**src/rtl/id_pipe_reg.sv**
```systemverilog
// IF->ID pipeline register for the 5-stage MIPS core.
// Captures the fetched instruction/PC under the valid/allowin handshake,
// holds it across load-use stalls and EX back-pressure, kills it on flush,
// and exposes the immediate field plus a one-hot extend select for ID.
//
// state of the ID slot (ds_valid_q) | meaning
//    0                              | empty / bubble, ds_inst don't-care
//    1                              | live instruction waiting to advance
module id_pipe_reg #(
   parameter logic [31:0] PC_RESET = 32'hBFC0_0000,
   parameter logic [31:0] NOP_INST = 32'h0000_0000
) (
   input  logic        clk,
   input  logic        rst,
   input  logic        fs_to_ds_valid,
   input  logic [31:0] fs_inst,
   input  logic [31:0] fs_pc,
   output logic        ds_allowin,
   input  logic        ds_stall,
   input  logic        es_allowin,
   input  logic        flush,
   output logic        ds_valid,
   output logic        ds_to_es_valid,
   output logic [31:0] ds_inst,
   output logic [31:0] ds_pc,
   output logic [15:0] imm,
   output logic [2:0]  extend_con
);

   localparam logic [2:0] EXT_NONE   = 3'b000;
   localparam logic [2:0] EXT_SIGN   = 3'b001;
   localparam logic [2:0] EXT_ZERO   = 3'b010;
   localparam logic [2:0] EXT_BRANCH = 3'b100;

   logic        ds_valid_q, ds_valid_d;
   logic [31:0] ds_inst_q,  ds_inst_d;
   logic [31:0] ds_pc_q,    ds_pc_d;
   logic        ds_ready_go;
   logic [5:0]  op;

   // Handshake: a stall always wins over EX readiness.
   always_comb begin
      ds_ready_go    = !ds_stall;
      ds_allowin     = !ds_valid_q || (ds_ready_go && es_allowin);
      ds_to_es_valid = ds_valid_q && ds_ready_go && !flush;
   end

   // Next-state selection: flush > load/drain > hold.
   always_comb begin
      ds_valid_d = ds_valid_q;
      ds_inst_d  = ds_inst_q;
      ds_pc_d    = ds_pc_q;
      if (flush) begin
         // PC is deliberately kept so a later exception handler can still see it.
         ds_valid_d = 1'b0;
         ds_inst_d  = NOP_INST;
      end else if (ds_allowin) begin
         if (fs_to_ds_valid) begin
            ds_valid_d = 1'b1;
            ds_inst_d  = fs_inst;
            ds_pc_d    = fs_pc;
         end else begin
            ds_valid_d = 1'b0;
         end
      end
   end

   // Pipeline register with synchronous reset overriding everything.
   always_ff @(posedge clk) begin
      if (rst) begin
         ds_valid_q <= 1'b0;
         ds_inst_q  <= NOP_INST;
         ds_pc_q    <= PC_RESET;
      end else begin
         ds_valid_q <= ds_valid_d;
         ds_inst_q  <= ds_inst_d;
         ds_pc_q    <= ds_pc_d;
      end
   end

   // Extend-select decode straight off the register; opcode groups are disjoint.
   always_comb begin
      op         = ds_inst_q[31:26];
      extend_con = EXT_NONE;
      casez (op)
         6'b00100?, 6'b00101?: extend_con = EXT_SIGN;    // ADDI/ADDIU/SLTI/SLTIU
         6'b100???, 6'b101???: extend_con = EXT_SIGN;    // loads / stores
         6'b0011??:            extend_con = EXT_ZERO;    // ANDI/ORI/XORI/LUI
         6'b000001, 6'b0001??: extend_con = EXT_BRANCH;  // REGIMM, BEQ/BNE/BLEZ/BGTZ
         default:              extend_con = EXT_NONE;
      endcase
   end

   assign ds_valid = ds_valid_q;
   assign ds_inst  = ds_inst_q;
   assign ds_pc    = ds_pc_q;
   assign imm      = ds_inst_q[15:0];

endmodule

```
**config.mk**
```make
export PLATFORM = sky130hd
export DESIGN_NAME = id_pipe_reg
export DESIGN_NICKNAME = d
export VERILOG_FILES = /design/src/rtl/id_pipe_reg.sv
export SDC_FILE = /design/constraint.sdc
export NUM_CORES = 1
export LEC_CHECK = 0
export CAP_MARGIN = 0
export CORE_MARGIN = 2
export CORE_UTILIZATION = 42
export DETAILED_ROUTE_END_ITERATION = 12
export PLACE_DENSITY = 0.85
export SLEW_MARGIN = 25
export SYNTH_ARGS = -nofsm -noshare
export SYNTH_HDL_FRONTEND = slang
export SYNTH_SLANG_ARGS = --single-unit
```
**constraint.sdc**
```tcl
create_clock -name clk -period 2.67 [get_ports clk]
set_clock_uncertainty 0.2 [all_clocks]
set_input_delay 0.6675 -clock clk [delete_from_list [all_inputs] [get_ports clk]]
set_output_delay 0.6675 -clock clk [all_outputs]
set_load 0.01 [all_outputs]
```
Word level (Yosys, flattened, before mapping)

Cells that the tools add are included.
Widths: inputs -> output; s select.

Register bits after elaboration: 65
Bits in latches: 0
Bits in writable memories: 0
Memory bits (read-only): 0
Input port bits: 70
Word-level logic and storage cells: 25
Memories kept: 0

Add/sub/neg operators: 0
Multipliers: 0
Divide/modulo/power cells: 0
Magnitude comparators: 0
Equality and inequality tests: 7
Shifts and indexed selects: 0
Muxes and demuxes: 2
Bitwise logic cells: 1
Reductions and logical operators: 12

Operator list:

| cell               | number |
|---|---|
| $eq 5x3->1 const B | 2 |
| $pmux 3 s3         | 1 |
| $eq 3x3->1 const B | 2 |
| $eq 6x1->1 const B | 1 |
| $eq 4x1->1 const B | 1 |
| $eq 4x2->1 const B | 1 |
| $reduce_or 2->1    | 2 |
| $reduce_or 4->1    | 1 |
| $logic_and 1x1->1  | 3 |
| $logic_not 1->1    | 3 |
| $reduce_and 3->1   | 1 |
| $reduce_and 2->1   | 1 |
| $logic_or 1x1->1   | 1 |
| $mux 1             | 1 |
| $not 1->1          | 1 |

Logic depth before layout (Yosys ltp)

Depth in word-level cells: 4
Gate-level depth with buffers: 4
Depth with buffers taken out: 3

Worst setup path after synthesis

OpenSTA, ideal clock, no wires.

Path type: input -> output
Start: input port ds_stall
End: output port ds_to_es_valid
Arrival time: 0.988 ns
Slack: 0.814 ns
Stages on the path: 1
Buffers on the path: 0
Path through: nor3b_1

Word-level cells in the longest chain between the ends: 3

RTL lines:

| what                           | line | source |
|---|---|---|
| start, declared                | 19   | `input logic ds_stall,` |
| $logic_not 1->1                | 43   | `ds_ready_go = !ds_stall;` |
| $logic_and 1x1->1 (2 in a row) | 45   | `ds_to_es_valid = ds_valid_q && ds_ready_go && !flush;` |
| end, declared                  | 23   | `output logic ds_to_es_valid,` |

No other way between the ends.

Worst setup path in the final report

Start: input port ds_stall
End: output port ds_allowin

Word-level cells in the longest chain between the ends: 3

RTL lines:

| what              | line | source |
|---|---|---|
| $logic_not 1->1   | 43   |  |
| $logic_and 1x1->1 | 44   | `ds_allowin = !ds_valid_q \|\| (ds_ready_go && es_allowin);` |
| $logic_or 1x1->1  | 44   |  |
| end, declared     | 18   | `output logic ds_allowin,` |

No other way between the ends.

==> metrics.md <==
| Metric | Value |
|---|---|
| Status | `finished, final reports clean` |
| Vias post-DR | `2484` |
| Ant diodes | `0` |
| Sw Ratio | `0.237` |
| Crit path arrival time | `1.64 ns` |
| Final setup viols | `0` |
| Logic pwr share | `0.186` |
| CP required | `1.80 ns` |
| Finished Layout Cells | `548` |
| Sequential share of power | `0.482` |
| Synthesis-stage register bit count | `65` |
| Hold-fix buffers, CTS | `0` |
| Worst-path clk slew | `0.06 ns` |
| RSZ-0062 raised after global routing | `false` |
| Routed vias/inst | `4.53` |
| Synthesized net count | `379` |
| Postcts setup bufs | `0` |
| Share of the yosys chip area belonging to registers | `0.440` |
| Min-Delay Path Depth | `2` |
| GRT Total Usage | `0.186` |
| Longest Clk Path Bufs | `2` |
| Clk Tree Root Cell | `clkbuf_8` |
| Hold Startpoint | `ds_inst[22]$_SDFFE_PP0P_` |
| Reg2Reg Depth | `3` |
| Area grow syn2layout | `55.9%` |
| Fin util | `0.678` |
| Critical R2R Launch | `ds_valid$_SDFFE_PP0P_` |
| CP endpoint kind | `output port` |
| Final wirelength | `7030 um` |
| Nets@finish | `519` |
| Post-Syn Area | `0.00295 mm^2` |
| DRT iter0 DRCs | `71` |
| IO Pins | `156` |
| Internal reg-to-reg setup slack | `1.22 ns` |
| Clock share of power | `0.332` |
| Fmax | `399 MHz` |
| Layout cells sized above 1 | `0.0553` |
| Clock latency on the worst-skew pair | `0.32 ns` |
| Rel. slew slack | `0.782` |
| First-pass GRT wire length | `11200 um` |
| Minimum clock period | `2.51 ns` |
| P_sw | `0.512 mW` |
| Initial Util | `0.435` |
| Final hold violation count | `0` |
| Power per standard cell area | `468 mW/mm^2` |
| # resized after CTS | `2` |
| CTS tree | `yes` |
| Max IR drop VDD | `0.269 mV` |
| Remaining Overflow, GRT | `0` |
| Crit Path Category | `primary input to output port` |
| # rows | `30` |
| Mean post-synth cell area | `9.56 um^2` |
| Max-Cap Viols | `0` |
| Largest net degree at the start of global routing | `65` |
| Routed WL per cell | `12.8 um` |
| Leakage | `1.76 nW` |
| Placed Cells | `534` |
| DRC Markers | `0` |
| Post-route ant nets | `0` |
| Tcrit/Tclk final | `0.940` |
| Slew Viols, Final | `0` |
| Core Box Area | `0.00679 mm^2` |
| Synth Instances | `309` |
| Gpl congestion | `0.779` |
| H-Tree Depth | `3` |
| IO Port Bufs | `155` |
| Die W | `87.9 um` |
| First-pass iteration count of the detailed router | `4` |
| DP HPWL | `5280 um` |
| Critical path startpoint category | `primary input` |
| Worst slew pin tran | `0.327 ns` |
| Internal power | `1.64 mW` |
| Clock sink total | `65` |
| CP Max Fanout | `2` |
| Hold Path Class | `flip-flop to flip-flop` |
| Warnings from Yosys | `0` |
| End of the worst hold path | `ds_inst[22]$_SDFFE_PP0P_` |
| Antenna violations before repair | `0` |
| CTS Buf Count | `9` |
| Netlist cell types | `19` |
| Total die area | `0.00772 mm^2` |
| Die Y | `87.9 um` |
| Total power | `2.16 mW` |
| Vias in the first global route | `2436` |
| Crit Reg-Reg Endpoint | `ds_inst[3]$_SDFFE_PP0P_` |
[flip-flops by register name, indices dropped and copies added, names as in the netlist]
| register | cells |
|---|---|
| ds_inst | 32 |
| ds_valid | 1 |
| ds_pc | 32 |
[cells in the final DEF, fill, tap and decap left out, drive strengths merged]
cell type and n:
nor3 2, inv 2, clkdlybuf4s50 153, dfxtp 65, nor3b 1, mux2i 64
a21boi 1, buf 9, nand2 66, clkbuf 14, nor2 20, nand2b 48
nor4 1, dlygate4sd2 2, a21oi 4
[critical path, cell delays in order]
cell             delay, ns
clkdlybuf4s50_1       0.49
nand2b_4              0.13
nand2_1               0.05
dlygate4sd2_1         0.30
[metal layers]
| layer | vias up | global-route usage | part of all wire |
|---|---|---|---|
| met4 | 0 | 0.0503 | 0.0060 |
| met2 | 99 | 0.320 | 0.48 |
| met3 | 4 | 0.0886 | 0.094 |
| met5 | - | 0 | 0 |
| met1 | 1130 | 0.207 | 0.42 |
| li1 | 1251 | - | - |
[metrics by stage]
step	setup TNS [ns]	setup WS [ns]	hold slack, ns	instance area [um^2]
final	0	0.161	0.259	4610
after global routing	0	0.130	0.269	4610
after CTS	0	0.145	0.261	4610
after detailed placement	-0.164	-0.0893	0.252	4450
after global placement	-0.0957	-0.0514	0.243	4450
after floorplan	0	0.814	0.279	2950
[kinds of logic after synthesis]
logic type | synth area share
and+or+nand+nor | 0.227
DFF | 0.440
muxes | 0.217
buffers and inverters | 0.0991
AOI/OAI and AO/OA | 0.0169
[power by group through the flow]
stage / combinational (mW) / clock (mW) / sequential (mW)
final: 0.400 / 0.716 / 1.04
after global routing: 0.431 / 0.792 / 1.04
after CTS: 0.405 / 0.744 / 1.04
after detailed placement: 0.404 / 0 / 1.06
after global placement: 0.398 / 0 / 1.06
after floorplan: 0.170 / 0 / 1.08
[synth_stat cells]
cell / number / share of area
nand2_1: 66 / 0.084
mux2i_1: 64 / 0.22
nor4_1: 1 / 0.0021
inv_1: 2 / 0.0025
a21oi_4: 1 / 0.0055
nor2_4: 1 / 0.0038
nand2b_1: 46 / 0.097
dfxtp_1: 65 / 0.44
clkbuf_1: 4 / 0.0051
a21boi_4: 1 / 0.0064
buf_2: 9 / 0.015
buf_8: 3 / 0.015
nor2_1: 19 / 0.024
buf_4: 16 / 0.041
a21oi_1: 3 / 0.0051
nor3b_1: 1 / 0.0025
nor3_1: 2 / 0.0034
nand2b_4: 2 / 0.0093
buf_12: 3 / 0.020
[worst max path at each step]
stage | from | slack [ns] | to | depth (start not counted)
after floorplan | ds_stall | 0.81 | ds_to_es_valid | 1
after global placement | ds_stall | -0.05 | ds_to_es_valid | 3
after detailed placement | ds_stall | -0.09 | ds_to_es_valid | 3
after CTS | ds_stall | 0.14 | ds_allowin | 4
after global routing | ds_stall | 0.13 | ds_allowin | 4
final | ds_stall | 0.16 | ds_allowin | 4
[layout make-up]
type,instances,area [um^2]
tap,96,120
multi-input combinational,207,1360
clock buffer,14,163
timing repair buffer,164,1650
fill,524,2190
inverter,2,7.51
sequential,65,1300
No activity file was read; power rests on OpenSTA's default activity.
